==> src/rtl/branch_cond_unit.sv <==
// branch_cond_unit: NZCV flag register, branch condition evaluation, registered taken decision and saturating taken counter
module branch_cond_unit #(
  parameter int CNT_W = 16
) (
  input  logic             clk,
  input  logic             reset,
  input  logic             stall,
  input  logic             set_flags,
  input  logic             alu_negative,
  input  logic             alu_zero,
  input  logic             alu_carry,
  input  logic             alu_overflow,
  input  logic             eval_valid,
  input  logic [1:0]       eval_kind,
  input  logic [3:0]       br_cond,
  input  logic             reg_zero,
  input  logic             clr_count,
  output logic [3:0]       flags,
  output logic             taken_valid,
  output logic             taken,
  output logic [CNT_W-1:0] taken_count
);
  logic [3:0] alu_flags, eff;
  logic       n, z, c, v, cond_hit, decision;
  assign alu_flags = {alu_negative, alu_zero, alu_carry, alu_overflow};
  // same-cycle bypass so a branch right behind a flag setter sees the new flags
  assign eff = set_flags ? alu_flags : flags;
  assign {n, z, c, v} = eff;
  always_comb begin
    cond_hit = 1'b1;
    case (br_cond)
      4'h0: cond_hit = z;
      4'h1: cond_hit = !z;
      4'h2: cond_hit = c;
      4'h3: cond_hit = !c;
      4'h4: cond_hit = n;
      4'h5: cond_hit = !n;
      4'h6: cond_hit = v;
      4'h7: cond_hit = !v;
      4'h8: cond_hit = c & !z;
      4'h9: cond_hit = !c | z;
      4'hA: cond_hit = n == v;
      4'hB: cond_hit = n != v;
      4'hC: cond_hit = !z & (n == v);
      4'hD: cond_hit = z | (n != v);
      default: cond_hit = 1'b1;
    endcase
  end
  assign decision = eval_kind == 2'b00 ? cond_hit :
                    eval_kind == 2'b01 ? reg_zero :
                    eval_kind == 2'b10 ? !reg_zero : 1'b1;
  always_ff @(posedge clk or negedge reset) begin
    if (!reset) begin
      flags       <= '0;
      taken_valid <= 1'b0;
      taken       <= 1'b0;
      taken_count <= '0;
    end else if (!stall) begin
      if (set_flags) flags <= alu_flags;
      taken_valid <= eval_valid;
      taken       <= eval_valid & decision;
      if (clr_count) taken_count <= '0;
      else if (eval_valid && decision && !(&taken_count)) taken_count <= taken_count + CNT_W'(1);
    end
  end
endmodule
==> config.mk <==
export PLATFORM = sky130hd
export DESIGN_NAME = branch_cond_unit
export DESIGN_NICKNAME = d
export VERILOG_FILES = /design/src/rtl/branch_cond_unit.sv
export SDC_FILE = /design/constraint.sdc
export NUM_CORES = 1
export LEC_CHECK = 0
export CAP_MARGIN = 20
export CORE_UTILIZATION = 30
export DETAILED_ROUTE_END_ITERATION = 16
export PLACE_DENSITY = 0.54
export SYNTH_ARGS = -nofsm -noshare
export SYNTH_HDL_FRONTEND = slang
export SYNTH_SLANG_ARGS = --single-unit
==> constraint.sdc <==
create_clock -name clk -period 2.6 [get_ports clk]
set_input_delay 0.52 -clock clk [delete_from_list [all_inputs] [get_ports clk]]
set_output_delay 0.52 -clock clk [all_outputs]
set_load 0.03 [all_outputs]
==> impl_results.md <==
* Port Buffers at 38
* Overall Global Routing Usage at between 15 and 20%
* Vias in the first global route at 1466
* DRT iter0 DRCs at 52
* TritonCTS Buffers at 3
* Reg-to-reg endpoint: taken_count[13]$_DFFE_PN0P_
* Post-DP HPWL at roughly 3000 microns
* Synth top area share at between 30% and 40%
* Worst VDD drop at 0.267 mV
* Period utilization at 97.1%
* First-pass GRT wire length at 6640 microns
* Final Hold Viols at 0
* # fillers at around 510
* Post-Synthesis Cell Area at between 1500 and 2000 sq um
* Via/cell ratio at approximately 5
* Mapped Cells at 168
* Avg Cell Area, Syn at 9.15 sq um
* TritonCTS clock tree: built
* Sequential area share after synthesis at 35.8%
* GRT overflow at 0
* Max-slew violations at 0
* Critical Path RT at ~2.8 ns
* Placer Congestion at 0.778
* Post-Syn Nets at 186
* Ys Warns at 0
* Critical path peak fanout at 5
* Skew final at 0.00175 ns
* Largest net degree at the start of global routing at 23
* Post-route DRC at 0
* Initial core utilization at 31.9%
* Max Freq at 0.396 GHz
* Final setup fails at 0
* Die footprint at 5410 sq um
* Crit path kind: in2reg
* Placed insts at between 200 and 300
* Status: completed
* Crit. End Element: flip-flop
* Top cells by area, synth: dfrtp_1 36%, a22o_1 4.6%, mux2i_1 4.6%
* Layout cells sized above 1 at 19.5%
* Clock latency on the worst-skew pair at 0.26 ns
* Htree depth at 1
* Detail Route Antenna Nets at 0
* P&R area growth vs syn at 44.1%
* Die width at 73.6 microns
* Initial antenna violation count at 0
* Final WL at 3880 microns
* Fraction of registers with async set/reset at 100%
* Area of the multi-input gates at 935 sq um
* Number of synthesized flops with an enable pin at 0
* Worst Hold Depth at 2
* CTS root buf: clkbuf_8
* Final TNS setup at 0 ns
* Pre-antenna DRT Iters at 4
* Count of cell types in the netlist at 44
* Max incr delay on CP at 0.46 ns
* Cell leakage power at slightly below 0.001 uW
* Synth area leader: dfrtp_1
* HP Class: reg2reg
* CP max-delay cell: clkdlybuf4s50_1
* CP top delay family: compound AO/OA/AOI/OAI gates
* Post-CTS Setup Bufs at 0
* Hold path endpoint: taken_valid$_DFFE_PN0N_
* Reg2reg path depth at 7
* Reg2reg setup slack at 0.33 ns
* Num ports at 39
* Startpoint types: input port
* Tmin final at between 2 and 3 ns
* Die Span Y at 73.6 microns
* Worst slew pin tran at 0.485 ns
* PwrDens at ~460 nW/um^2
* Register area at 551 sq um
* Clock transition at path regs at 0.08 ns
* Launch point of the critical path: alu_overflow
* Antenna Cells at 0
* Vias post-DR at 1496
* Slew HR at 67.6%
* Wire per inst at 13.2 microns
* WP buf/inv at 2
* Cell breakdown of the critical path: clkdlybuf4s50_1, mux2_2, o22ai_2, o41ai_1, a311o_2, buf_4, o2111ai_1, xnor2_1, a22o_1
* Number of synthesized register bits at 22
* # rows at 25
* Predominant post-synthesis flop cell: dfrtp_1
* Clock buffer depth at 2
* Core area at 4820 sq um
* Max-cap viol count at 0
* Reg2reg start: flags[2]$_DFFE_PN0N_
* Nets at 245
* Clk sink count at 22
* Arrival time of the worst setup path at between 2 and 3 ns
* Post-Layout Cell Count at around 290
* HP Start: taken_valid$_DFFE_PN0N_
[Yosys cell counts, types with 2 or more instances]
master / n
inv_1: 7
a22oi_1: 2
nand3_1: 13
xor2_1: 5
or2_2: 2
and3b_1: 2
a21oi_1: 2
nor2b_1: 4
clkbuf_1: 5
nor3_1: 2
mux2_2: 6
mux2i_1: 7
o41ai_1: 2
or4_1: 2
nand2b_1: 2
a22o_1: 8
dfrtp_1: 22
nor2_1: 10
buf_2: 2
o21ai_0: 9
xnor2_1: 6
or3_1: 3
and3_1: 2
o2111ai_1: 4
o211ai_1: 5
nand2_1: 16
[power breakdown]
group / total (uW) / switching [uW] / internal (uW)
Clock: 252 / 117 / 135
Sequential: 415 / 39.4 / 375
Combinational: 361 / 192 / 169
Total: 1030 / 348 / 680
[layout make-up]
cell class / instances / share of cell area, %
multi-input combinational: 131 / 42.2
timing repair buffer: 62 / 25.5
tap: 67 / 3.79
inverter: 7 / 1.19
clock buffer: 4 / 2.49
sequential: 22 / 24.9
[registers in the layout, summed over array words and instances, names as in the netlist]
signal and cells:
taken 1, taken_count 16, flags 4, taken_valid 1
[how the worst max path moves through the flow]
stage,to,slack (ns),cells past startpoint
2_1_floorplan,taken_count[13]$_DFFE_PN0P_,0.11,8
3_3_place_gp,taken_count[1]$_DFFE_PN0P_,-0.40,8
3_5_place_dp,taken_count[1]$_DFFE_PN0P_,-0.50,8
4_1_cts,taken_count[13]$_DFFE_PN0P_,0.04,8
5_1_grt,taken_count[12]$_DFFE_PN0P_,-0.01,9
6_report,taken_count[5]$_DFFE_PN0P_,0.08,9
[through the flow]
| stage | cell area [sq um] | util, % | setup slack [ns] | total power, uW | hold slack [ns] |
|---|---|---|---|---|---|
| 2_1_floorplan | 1540 | - | 0.110 | 614 | 0.224 |
| 3_3_place_gp | 2140 | 44.4 | -0.402 | 773 | 0.462 |
| 3_5_place_dp | 2140 | 44.4 | -0.504 | 782 | 0.469 |
| 4_1_cts | 2200 | 45.7 | 0.0368 | 1040 | 0.490 |
| 5_1_grt | 2210 | 46.0 | -0.0134 | 1080 | 0.504 |
| 6_report | 2210 | 46.0 | 0.0753 | 1030 | 0.486 |
[worst reg2reg max path, stage by stage (launching register included)]
cell and delay (ns):
dfrtp_1 0.41, mux2_4 0.27, a41o_1 0.23, or4_4 0.51
nand3_4 0.12, o21ai_4 0.08, or4b_1 0.50, nand3_1 0.09
[kinds of logic (layout without fill, tap and decap cells)]
logic type / count (synthesis) / after routing / share of synthesized area [%]
muxes: 14 / 14 / 9.93
and+or+nand+nor: 65 / 65 / 23.0
xor gates and xnor gates: 11 / 11 / 6.27
AOI/OAI and AO/OA: 40 / 40 / 19.8
adders and majority gates: 1 / 1 / 0.814
DFF: 22 / 22 / 35.8
buffers and inverters: 15 / 73 / 4.32
[cell usage in the layout (no fill, tap or decap), drive strengths merged, types with 2 or more instances in the layout]
cell type,count
a21oi,2
a22o,8
a22oi,2
and3,2
and3b,2
buf,24
clkbuf,5
clkdlybuf4s50,32
dfrtp,22
dlymetal6s2s,4
inv,7
mux2,7
mux2i,7
nand2,16
nand2b,2
nand3,14
nor2,10
nor2b,4
nor3,2
o2111ai,4
o211ai,5
o21ai,12
o41ai,2
or2,2
or3,3
or4,3
xnor2,6
xor2,5
[what timing repair did]
action | CTS | global route
resized for setup | 3 | 9
hold buffers | 0 | 0
hold endpoints to repair | 0 | 0
pin swaps | 0 | 3
setup endpoints to repair | 17 | 12
[routing by layer]
metal  wire length (microns)  track usage (%)  vias to the layer above
met4                      25             3.42                        0
met1                    1820             20.8                      712
met3                     182             3.02                        2
met2                    1860             26.8                       38
met5                       0                0                        -
li1                        -                -                      744
(Power assumes the default switching activity.)
